## config.mk

```make
export PLATFORM = sky130hd
export DESIGN_NAME = ps2_button_mapper
export DESIGN_NICKNAME = d
export VERILOG_FILES = /design/src/rtl/ps2_button_mapper.sv
export SDC_FILE = /design/constraint.sdc
export NUM_CORES = 1
export LEC_CHECK = 0
export ABC_CLOCK_PERIOD_IN_PS = 2500
export BUFFER_PORTS_ARGS = -buffer_cell sky130_fd_sc_hd__buf_2
export CORE_ASPECT_RATIO = 1.25
export CORE_MARGIN = 1
export CORE_UTILIZATION = 35
export DETAILED_ROUTE_END_ITERATION = 8
export PLACE_DENSITY = 0.49
export SYNTH_ARGS = -nofsm -noshare
export SYNTH_HDL_FRONTEND = slang
export SYNTH_SLANG_ARGS = --single-unit
```

## constraint.sdc

```tcl
create_clock -name clk -period 2.5 [get_ports clk]
set_input_delay 0.25 -clock clk [delete_from_list [all_inputs] [get_ports clk]]
set_output_delay 0.25 -clock clk [all_outputs]
set_load 0.05 [all_outputs]
```

## src/rtl/ps2_button_mapper.sv

```systemverilog
// PS/2 key event to button-vector mapper with a run-time rewritable key map,
// E0-extended key support and per-button tap stretching.
module ps2_button_mapper #(
    parameter int                 N_BTN       = 12,
    parameter int                 AW          = 4,
    parameter int                 HOLD_W      = 20,
    parameter int                 HOLD_CYCLES = 429545,
    parameter logic [N_BTN*9-1:0] DEFAULT_MAP = {9'h011, 9'h016, 9'h021, 9'h023,
                                                 9'h066, 9'h014, 9'h022, 9'h01B,
                                                 9'h02B, 9'h02A, 9'h01A, 9'h01C}
) (
    input  logic             clk,
    input  logic             reset_n,
    input  logic [10:0]      ps2_key,
    input  logic             map_wr,
    input  logic [AW-1:0]    map_addr,
    input  logic [8:0]       map_data,
    input  logic             clear,
    output logic [N_BTN-1:0] buttons,
    output logic [N_BTN-1:0] raw,
    output logic             key_hit
);

    localparam logic [HOLD_W-1:0] HOLD_LOAD = HOLD_W'(HOLD_CYCLES);
    localparam logic [HOLD_W-1:0] CNT_ONE   = HOLD_W'(1);

    // Parameter sanity, caught at elaboration.
    if (N_BTN < 1 || N_BTN > 32) begin : g_bad_n_btn
        $error("ps2_button_mapper: N_BTN must be in 1..32");
    end
    if (AW < 1 || AW > 31 || (1 << AW) < N_BTN) begin : g_bad_aw
        $error("ps2_button_mapper: AW too small for N_BTN");
    end
    if (HOLD_W < 1 || HOLD_CYCLES < 0 ||
        (HOLD_W < 31 && HOLD_CYCLES >= (1 << HOLD_W))) begin : g_bad_hold
        $error("ps2_button_mapper: HOLD_CYCLES does not fit in HOLD_W bits");
    end

    logic              old_tog;
    logic              evt;
    logic              s0_valid;
    logic              s0_pressed;
    logic [8:0]        s0_key;

    logic [8:0]        map_q [N_BTN];
    logic [HOLD_W-1:0] cnt_q [N_BTN];
    logic [N_BTN-1:0]  raw_q;
    logic [N_BTN-1:0]  buttons_q;
    logic              key_hit_q;

    logic [N_BTN-1:0]  match;
    logic [N_BTN-1:0]  wr_sel;
    logic [31:0]       addr_ext;
    logic              addr_ok;

    assign evt      = ps2_key[10] ^ old_tog;
    assign addr_ext = 32'(map_addr);
    assign addr_ok  = addr_ext < 32'(N_BTN);

    // Stage 0: detect a toggle edge and latch the event fields.
    always_ff @(posedge clk) begin
        old_tog <= ps2_key[10];
        if (!reset_n) begin
            s0_valid   <= 1'b0;
            s0_pressed <= 1'b0;
            s0_key     <= 9'd0;
        end else if (clear) begin
            s0_valid   <= 1'b0;
        end else begin
            s0_valid <= evt;
            if (evt) begin
                s0_pressed <= ps2_key[9];
                s0_key     <= ps2_key[8:0];
            end
        end
    end

    // Stage 1 compare: ext is part of the key, so E0 and plain codes never alias.
    always_comb begin
        match  = '0;
        wr_sel = '0;
        for (int i = 0; i < N_BTN; i++) begin
            match[i]  = s0_valid && (map_q[i] == s0_key);
            wr_sel[i] = map_wr && addr_ok && (addr_ext == 32'(i));
        end
    end

    always_ff @(posedge clk) begin
        if (!reset_n) begin
            for (int i = 0; i < N_BTN; i++) begin
                map_q[i] <= DEFAULT_MAP[i*9 +: 9];
            end
        end else if (!clear) begin
            for (int i = 0; i < N_BTN; i++) begin
                if (wr_sel[i]) begin
                    map_q[i] <= map_data;
                end
            end
        end
    end

    // A map write on an entry overrides any match on it in the same cycle.
    // The hold counter only reloads on a real 0->1 edge of raw, not on repeats.
    always_ff @(posedge clk) begin
        if (!reset_n || clear) begin
            raw_q <= '0;
            for (int i = 0; i < N_BTN; i++) begin
                cnt_q[i] <= '0;
            end
        end else begin
            for (int i = 0; i < N_BTN; i++) begin
                if (wr_sel[i]) begin
                    raw_q[i] <= 1'b0;
                    cnt_q[i] <= '0;
                end else begin
                    if (match[i]) begin
                        raw_q[i] <= s0_pressed;
                    end
                    if (match[i] && s0_pressed && !raw_q[i]) begin
                        cnt_q[i] <= HOLD_LOAD;
                    end else if (cnt_q[i] != '0) begin
                        cnt_q[i] <= cnt_q[i] - CNT_ONE;
                    end
                end
            end
        end
    end

    always_ff @(posedge clk) begin
        if (!reset_n || clear) begin
            buttons_q <= '0;
            key_hit_q <= 1'b0;
        end else begin
            for (int i = 0; i < N_BTN; i++) begin
                buttons_q[i] <= raw_q[i] | (cnt_q[i] != '0);
            end
            key_hit_q <= |match;
        end
    end

    assign buttons = buttons_q;
    assign raw     = raw_q;
    assign key_hit = key_hit_q;

endmodule

```

==> results of run 1 <==
[cell usage in the layout, fill, tap and decap left out, types with 7 or more instances in the layout]
cell / instances
dlygate4sd3_1: 14
or3_1: 48
ha_1: 24
clkbuf_8: 7
nand2_1: 112
a211o_1: 8
buf_4: 81
dfxtp_1: 37
and2_1: 8
inv_1: 38
or4_1: 18
a21oi_1: 20
or2_2: 18
nor3b_1: 9
xnor2_1: 224
nor2_1: 260
clkinv_2: 9
nand2b_1: 14
o21ai_0: 130
xor2_1: 89
nand3b_1: 13
nand4_1: 46
buf_12: 17
nor4_1: 34
buf_2: 52
nor3_1: 83
and3_1: 7
nand3_1: 31
clkbuf_1: 11
clkbuf_16: 47
mux2i_1: 22
nor2b_1: 31
edfxtp_1: 348
[sequential cells by signal, indices dropped and copies added (netlist names)]
register	flops
buttons	12
s0_valid	1
key_hit	1
s0_key	9
map_q	108
cnt_q	240
old_tog	1
raw	12
s0_pressed	1
[logic make-up after synthesis]
family          count (synthesis)  synth area share, %
xor+xnor                      313                13.73
buf+inv                       115                2.500
compound gates                178                4.869
fa+ha+maj                      24                1.504
simple gates                  782                20.25
mux                            22                1.103
flops                         385                56.05
[cell type report]
type / instances / area, µm²
Antenna cell: 2 / 5.005
Clock buffer: 65 / 1314
Clock inverter: 18 / 121.4
Fill cell: 5429 / 32790
Inverter: 38 / 142.6
Multi-Input combinational cell: 1321 / 8349
Sequential cell: 385 / 11190
Tap cell: 742 / 928.4
Timing Repair Buffer: 164 / 1349
[timing repair]
| item | 4_1_cts | 5_1_grt |
|---|---|---|
| resized for setup | 4 | 8 |
| cloned | 0 | 2 |
| hold buffers | 14 | 0 |
| pin swaps | 2 | 0 |
| setup endpoints to repair | 11 | 62 |
| endpoints found under the hold margin | 16 | 0 |
| buffers inserted | 0 | 2 |
[worst register-to-register path: stages, from the launching register on]
cell	delay, ns
edfxtp_1	0.41
or4_4	0.54
or4_4	0.44
and4bb_2	0.36
a311o_2	0.26
o21ai_0	0.12
[worst paths after layout]
path           startpoint            to  slack (ns)  depth (start not counted)
min           map_data[2]  map_q[1][20]        0.09                          2
min reg2reg       old_tog      s0_valid        0.53                          2
max reg2reg  cnt_q[2][34]  cnt_q[2][35]        0.08                          5
max          cnt_q[2][34]  cnt_q[2][35]        0.08                          5
[power by group through the flow]
| stage | clock (µW) | sequential (µW) | combinational, µW |
|---|---|---|---|
| 2_1_floorplan | 0 | 11300 | 11400 |
| 3_3_place_gp | 0 | 11400 | 15000 |
| 3_5_place_dp | 0 | 11500 | 15100 |
| 4_1_cts | 6650 | 11400 | 15300 |
| 5_1_grt | 6860 | 11700 | 17300 |
| 6_report | 6460 | 11400 | 15300 |
[through the flow]
stage / hold slack (ns) / utilization (%) / total power (µW)
after floorplan: 0.2777 / - / 22690
after global placement: 0.4246 / 38.69 / 26470
after global routing: 0.06583 / 41.64 / 35840
after CTS: 0.05667 / 41.50 / 33380
final: 0.09220 / 41.64 / 33200
after detailed placement: 0.4291 / 38.69 / 26620
[per-layer routing]
| metal | GRT usage [%] | vias up | part of all wire, % |
|---|---|---|---|
| met3 | 3.644 | 83 | 4.5 |
| li1 | - | 6790 | - |
| met4 | 4.888 | 12 | 2.4 |
| met1 | 21.29 | 6689 | 45 |
| met2 | 28.25 | 218 | 48 |
| met5 | 0 | - | 0.17 |
==> results by group, run 1 <==
Synth
  • Most common cell in the netlist: edfxtp_1
  • Synth Register Bits: between 300 and 400
  • Ranking of synthesized cells by instance count: edfxtp_1 (348), nor2_1 (260), xnor2_1 (224)
  • Post-synth EDFFs: between 300 and 400
  • Summed instance area of the synthesized netlist: about 20000 µm²
  • Share of synthesized flip-flops with an asynchronous set or reset: 0%
  • Net count after synthesis: approximately 1900
  • Proportion of netlist area held by the largest area contributor: about 52%
  • Synthesis warning total: 0
  • Unique cell type count in the Yosys netlist: between 50 and 60
  • Number of instances in the synthesized netlist: between 1500 and 2000
  • Synthesized area divided by synthesized cell count: 10.98 µm²
  • Biggest area contributors in the synthesized netlist: edfxtp_1 (52%), xnor2_1 (9.8%), nor2_1 (4.9%), xor2_1 (3.9%), dfxtp_1 (3.7%)
  • Library cell with the largest summed area after synthesis: edfxtp_1
  • Main synth FF type: edfxtp_1
  • Sequential cell area fraction in the yosys report: approximately 56%

STA
  • Final setup violation count: 0
  • Highest achievable clock rate: approximately 0.41 GHz
  • Final Worst Setup Slack: slightly below 0.08 ns
  • Worst slew margin: between 40% and 50%
  • Final-layout setup total negative slack: 0 ns
  • Setup skew after layout: 0.01469 ns
  • Final hold viol count: 0
  • Period Utilization, post-route: between 90% and 100%
  • Number of slew-limit violations in the final report: 0
  • Minimum clock period: about 2.4 ns
  • Actual transition at the worst max-transition pin: around 0.81 ns
  • Setup repair after global routing missed its margin: true

Clock network
  • Number of buffers created by CTS: 45
  • Buffers from clock root to sink, at most: 3
  • Clock latency reported for the late side of the worst-skew pair: 0.58 ns
  • Cell at the root of the clock tree: clkbuf_16
  • Clock tree from TritonCTS: built
  • H-tree levels: 2
  • Clock-pin slew on the worst setup and hold paths: roughly 0.06 ns
  • Sink Count: between 300 and 400

Floorplan
  • Count of standard-cell rows: slightly below 100
  • Die Height: about 270 µm
  • Width of the die: about 220 µm
  • Placeable Area: around 56000 µm²
  • Initial cell density of the core: between 30% and 40%
  • Total I/O pin count: 53
  • Die area: roughly 58000 µm²

Run status
  • Run status: finished, final reports clean

Detailed routing
  • Routed vias: ~14000
  • DRT antenna net count: 0
  • DRC errors left: 0
  • Iteration-0 DRC count of the detailed router: between 900 and 1000
  • Routed Wire Length: approximately 48 mm
  • Length of the first detailed-routing pass in iterations: 5
  • DR vias/cell: just over 5
  • Average detailed-routed wire length per instance: approximately 18 µm

Place
  • Placed wire-length estimate: 31.46 mm
  • RD Place Congestion: between 0.7 and 0.8
  • Dpl cells: about 2600
  • Placed instance area: ~22000 µm²
  • Port Buf Inserts: between 50 and 60
  • Worst setup timing slack at the placement stage: -0.05734 ns

Setup path
  • Critical Path Slowest Stage Cell: or4_4
  • CP dominant cell by count: or4_4
  • Worst Setup End Kind: register
  • Critical path peak fanout: 10
  • CP bufs+invs: 0
  • Critical path required time: 2.80 ns
  • Longest individual stage delay on the worst path: ~0.54 ns
  • CP Data Arrival Time: 2.72 ns
  • Setup crit start kind: register
  • Crit path kind: register to register
  • Chain of cells forming the critical path: or4_4 -> or4_4 -> and4bb_2 -> a311o_2 -> o21ai_0
  • Top delay family on crit path: simple AND/OR/NAND/NOR gates

Min path
  • Path category of the worst min-delay check: input port to register

Pwr
  • Comb power frac: 46.2%
  • Leak pwr: 0.008665 µW
  • Largest voltage drop on the vdd net: between 0.6 and 0.7 mV
  • Part of the total power dissipated in the clock network: slightly below 20%
  • Net switching power of the design: approximately 13000 µW
  • Cell Pwr Density: 1419 nW/µm²
  • Sequential group share of total power: 34.3%
  • Sw Share: between 30% and 40%
  • Cell-internal power: about 21000 µW

Global routing
  • Maximum number of pins on one net before global-route repair: 36
  • Number of global-route vias before repair: between 10000 and 15000
  • Global Route Usage Sum: between 10% and 20%
  • Initial antenna violation count: 9
  • Total grt overflow: 0
  • Wire length of the first global-routing pass: ~76 mm

Cells and area
  • Layout Nets: about 2000
  • Non-filler instance count after layout: around 2700
  • Area growth from synthesis to final layout: 17.19%
  • Layout cells sized above 1: ~13%
  • Design Area, Final: 23400 µm²

Job
  • Total of max-cap violations: 0
No activity file was read; power rests on OpenSTA's default activity.
==> inputs of run 2 (changes only) <==
- CORE_UTILIZATION: 35 -> 40
- PLACE_DENSITY: 0.49 -> 0.54
==> results by group, run 2 (synthesis gave the netlist of run 1 again) <==
Run status
  • Run status: finished, final reports clean

Pwr
  • Largest voltage drop on the vdd net: 0.7493 mV (+18%)
  • Part of the total power dissipated in the clock network: 19.7% (+0.2 points)
  • Net switching power of the design: 12450 µW (-1.1%)
  • Sw Share: 37.57% (-0.33 points)
  • Cell-internal power: 20690 µW (+0.32%)
  • Leak pwr: 0.008649 µW (-0.19%)
  • Comb power frac: 45.8% (-0.4 points)
  • Cell Pwr Density: 1423 nW/µm² (+0.29%)
  • Sequential group share of total power: 34.5% (+0.2 points)
  • Total power after layout: 33130 µW (-0.21%)

Clock network
  • Cell at the root of the clock tree: clkbuf_16
  • Clock latency reported for the late side of the worst-skew pair: 0.57 ns (about the same)
  • Sink Count: 385 (unchanged)
  • Clock-pin slew on the worst setup and hold paths: 0.06 ns (about the same)
  • Number of buffers created by CTS: 44 (-2.2%)
  • Buffers from clock root to sink, at most: 3 (unchanged)
  • H-tree levels: 2 (unchanged)
  • Clock tree from TritonCTS: built

Detailed routing
  • Wire length the detailed router placed on met1: 20.37 mm (-6.3%)
  • Routed Wire Length: 47.10 mm (-2.4%)
  • Length of the first detailed-routing pass in iterations: 5 (unchanged)
  • DRC errors left: 0 (unchanged)
  • DRT antenna net count: 0 (unchanged)
  • Top layer reached by signal wires: met5
  • Routed vias: 13829 (+0.27%)
  • DR vias/cell: 5.248 (+4.1%)
  • Met3 WL post-DR: 2.432 mm (+11%)
  • DR WL met2: 23.29 mm (+0.85%)
  • Iteration-0 DRC count of the detailed router: 774 (-18%)
  • Average detailed-routed wire length per instance: 17.87 µm (+1.3%)

STA
  • Period Utilization, post-route: 96.09% (-0.80 points)
  • Worst hold slack: 0.09689 ns (+0.004694 ns)
  • Setup repair after global routing missed its margin: false
  • Highest achievable clock rate: 0.4163 GHz (+0.83%)
  • Minimum clock period: 2.402 ns (-0.01995 ns)
  • Setup skew after layout: 0.007616 ns (-0.007076 ns)
  • Final setup violation count: 0 (unchanged)
  • Number of slew-limit violations in the final report: 0 (unchanged)
  • Worst slew margin: 39.45% (-6.1 points)
  • Final Worst Setup Slack: 0.09765 ns (+0.01995 ns)
  • Final hold viol count: 0 (unchanged)
  • Actual transition at the worst max-transition pin: 0.8988 ns (+0.08840 ns)

Setup path
  • Setup crit start kind: register
  • Capture instance of the worst register-to-register path: cnt_q[2][34]
  • CP dominant cell by count: or4_4
  • Top delay family on crit path: simple AND/OR/NAND/NOR gates
  • Worst Setup End Kind: register
  • Origin of the critical flop-to-flop path: cnt_q[2][34]
  • Crit path kind: register to register
  • Critical path peak fanout: 10 (unchanged)
  • Reg2Reg Depth: 5 (unchanged)
  • Chain of cells forming the critical path: or4_4 -> or4_4 -> and4bb_2 -> a311o_2 -> nor2_1
  • CP bufs+invs: 0 (unchanged)
  • Critical path required time: 2.81 ns (about the same)
  • CP Data Arrival Time: 2.71 ns (about the same)
  • Longest individual stage delay on the worst path: 0.55 ns (about the same)
  • Reg2reg setup slack: 0.1 ns (+0.02 ns)
  • Critical Path Slowest Stage Cell: or4_4

Global routing
  • Number of global-route vias before repair: 13864 (+0.47%)
  • Global Route Usage Sum: 18.67% (+2.0 points)
  • Initial antenna violation count: 6 (-3)
  • Maximum number of pins on one net before global-route repair: 36 (unchanged)
  • Total grt overflow: 0 (unchanged)
  • Wire length of the first global-routing pass: 74.91 mm (-1.6%)

Floorplan
  • Total I/O pin count: 53 (unchanged)
  • Initial cell density of the core: 40.50% (+5.0 points)
  • Width of the die: 201.8 µm (-6.4%)
  • Count of standard-cell rows: 91 (-6.2%)
  • Die Height: 251.8 µm (-6.4%)
  • Die area: 50820 µm² (-12%)
  • Placeable Area: 49300 µm² (-12%)

Cells and area
  • Number of flip-flops in the largest register: 240 (unchanged)
  • Design Area, Final: 23280 µm² (-0.50%)
  • Largest registers: cnt_q x240, map_q x108
  • Area growth from synthesis to final layout: 16.61%
  • Biggest register: cnt_q
  • Layout cells sized above 1: 12.83% (-0.58 points)
  • Layout Nets: 1996 (-0.55%)
  • Leading cell type in the layout, fill and taps excluded: edfxtp_1
  • Most used cells in the layout excluding fill and tap cells: edfxtp_1 (348), nor2_1 (260), xnor2_1 (224)

Place
  • Port Buf Inserts: 52 (unchanged)
  • RD Place Congestion: 0.7871 (-0.56%)
  • Placed instance area: 21590 µm² (-0.70%)
  • Placed wire-length estimate: 30.60 mm (-2.7%)
  • Worst setup timing slack at the placement stage: -0.09101 ns (-0.03367 ns)

Min path
  • Path category of the worst min-delay check: input port to register
  • Startpoint of the lowest-slack hold path: map_data[2]
  • Worst hold path endpoint: map_q[1][29]
  • Hold Path Stages: 2 (unchanged)

Job
  • Total of max-cap violations: 0 (unchanged)
## run 2: how the worst max path moves through the flow
| stage | to | slack (ns) | start | cells past startpoint |
|---|---|---|---|---|
| 2_1_floorplan | cnt_q[0][60] | 0.04 | cnt_q[0][72] | 4 |
| 3_3_place_gp | cnt_q[2][23] | -0.008 | cnt_q[2][33] | 5 |
| 3_5_place_dp | cnt_q[2][23] | -0.09 | cnt_q[2][33] | 5 |
| 4_1_cts | cnt_q[0][76] | 0.008 | cnt_q[0][73] | 5 |
| 5_1_grt | cnt_q[2][48] | 0.005 | cnt_q[2][52] | 6 |
| 6_report | cnt_q[2][34] | 0.1 | cnt_q[2][34] | 5 |
## run 2: metrics by stage
stage	cells	TNS, ns	util, %
after global placement	2531	-0.04951	43.79
after global routing	2633	0	47.22
after floorplan	1819	0	-
after CTS	2627	0	47.05
after detailed placement	2531	-0.8935	43.79
final	2635	0	47.23
## run 2: layout make-up
class / instances / area, µm²
flip-flops and latches: 385 / 11190
clock buffers: 59 / 1239
inverters: 38 / 142.6
clock inverters: 22 / 216.5
fillers: 4505 / 26020
diodes: 5 / 12.51
repair buffers: 154 / 1311
well taps: 651 / 814.5
multi-input cells: 1321 / 8357
## run 2: layer usage
metal	global-route usage [%]	up-vias
met2	32.31	256
met3	3.552	71
met5	0	-
li1	-	6765
met1	23.62	6733
met4	5.303	4
## run 2: repair_timing
item | in CTS | in global routing
resized for setup | 2 | 10
endpoints found under the hold margin | 16 | 0
hold buffers | 14 | 0
setup buffers | 0 | 2
gates cloned | 1 | 1
setup endpoints to repair | 22 | 93
pin swaps | 1 | 3
## run 2: power by group through the flow
| stage | combinational, µW | clock (µW) | sequential [µW] |
|---|---|---|---|
| after floorplan | 11400 | 0 | 11300 |
| after global placement | 14800 | 0 | 11400 |
| after detailed placement | 14900 | 0 | 11500 |
| after CTS | 15100 | 6730 | 11400 |
| after global routing | 17100 | 6920 | 11700 |
| final | 15200 | 6530 | 11400 |
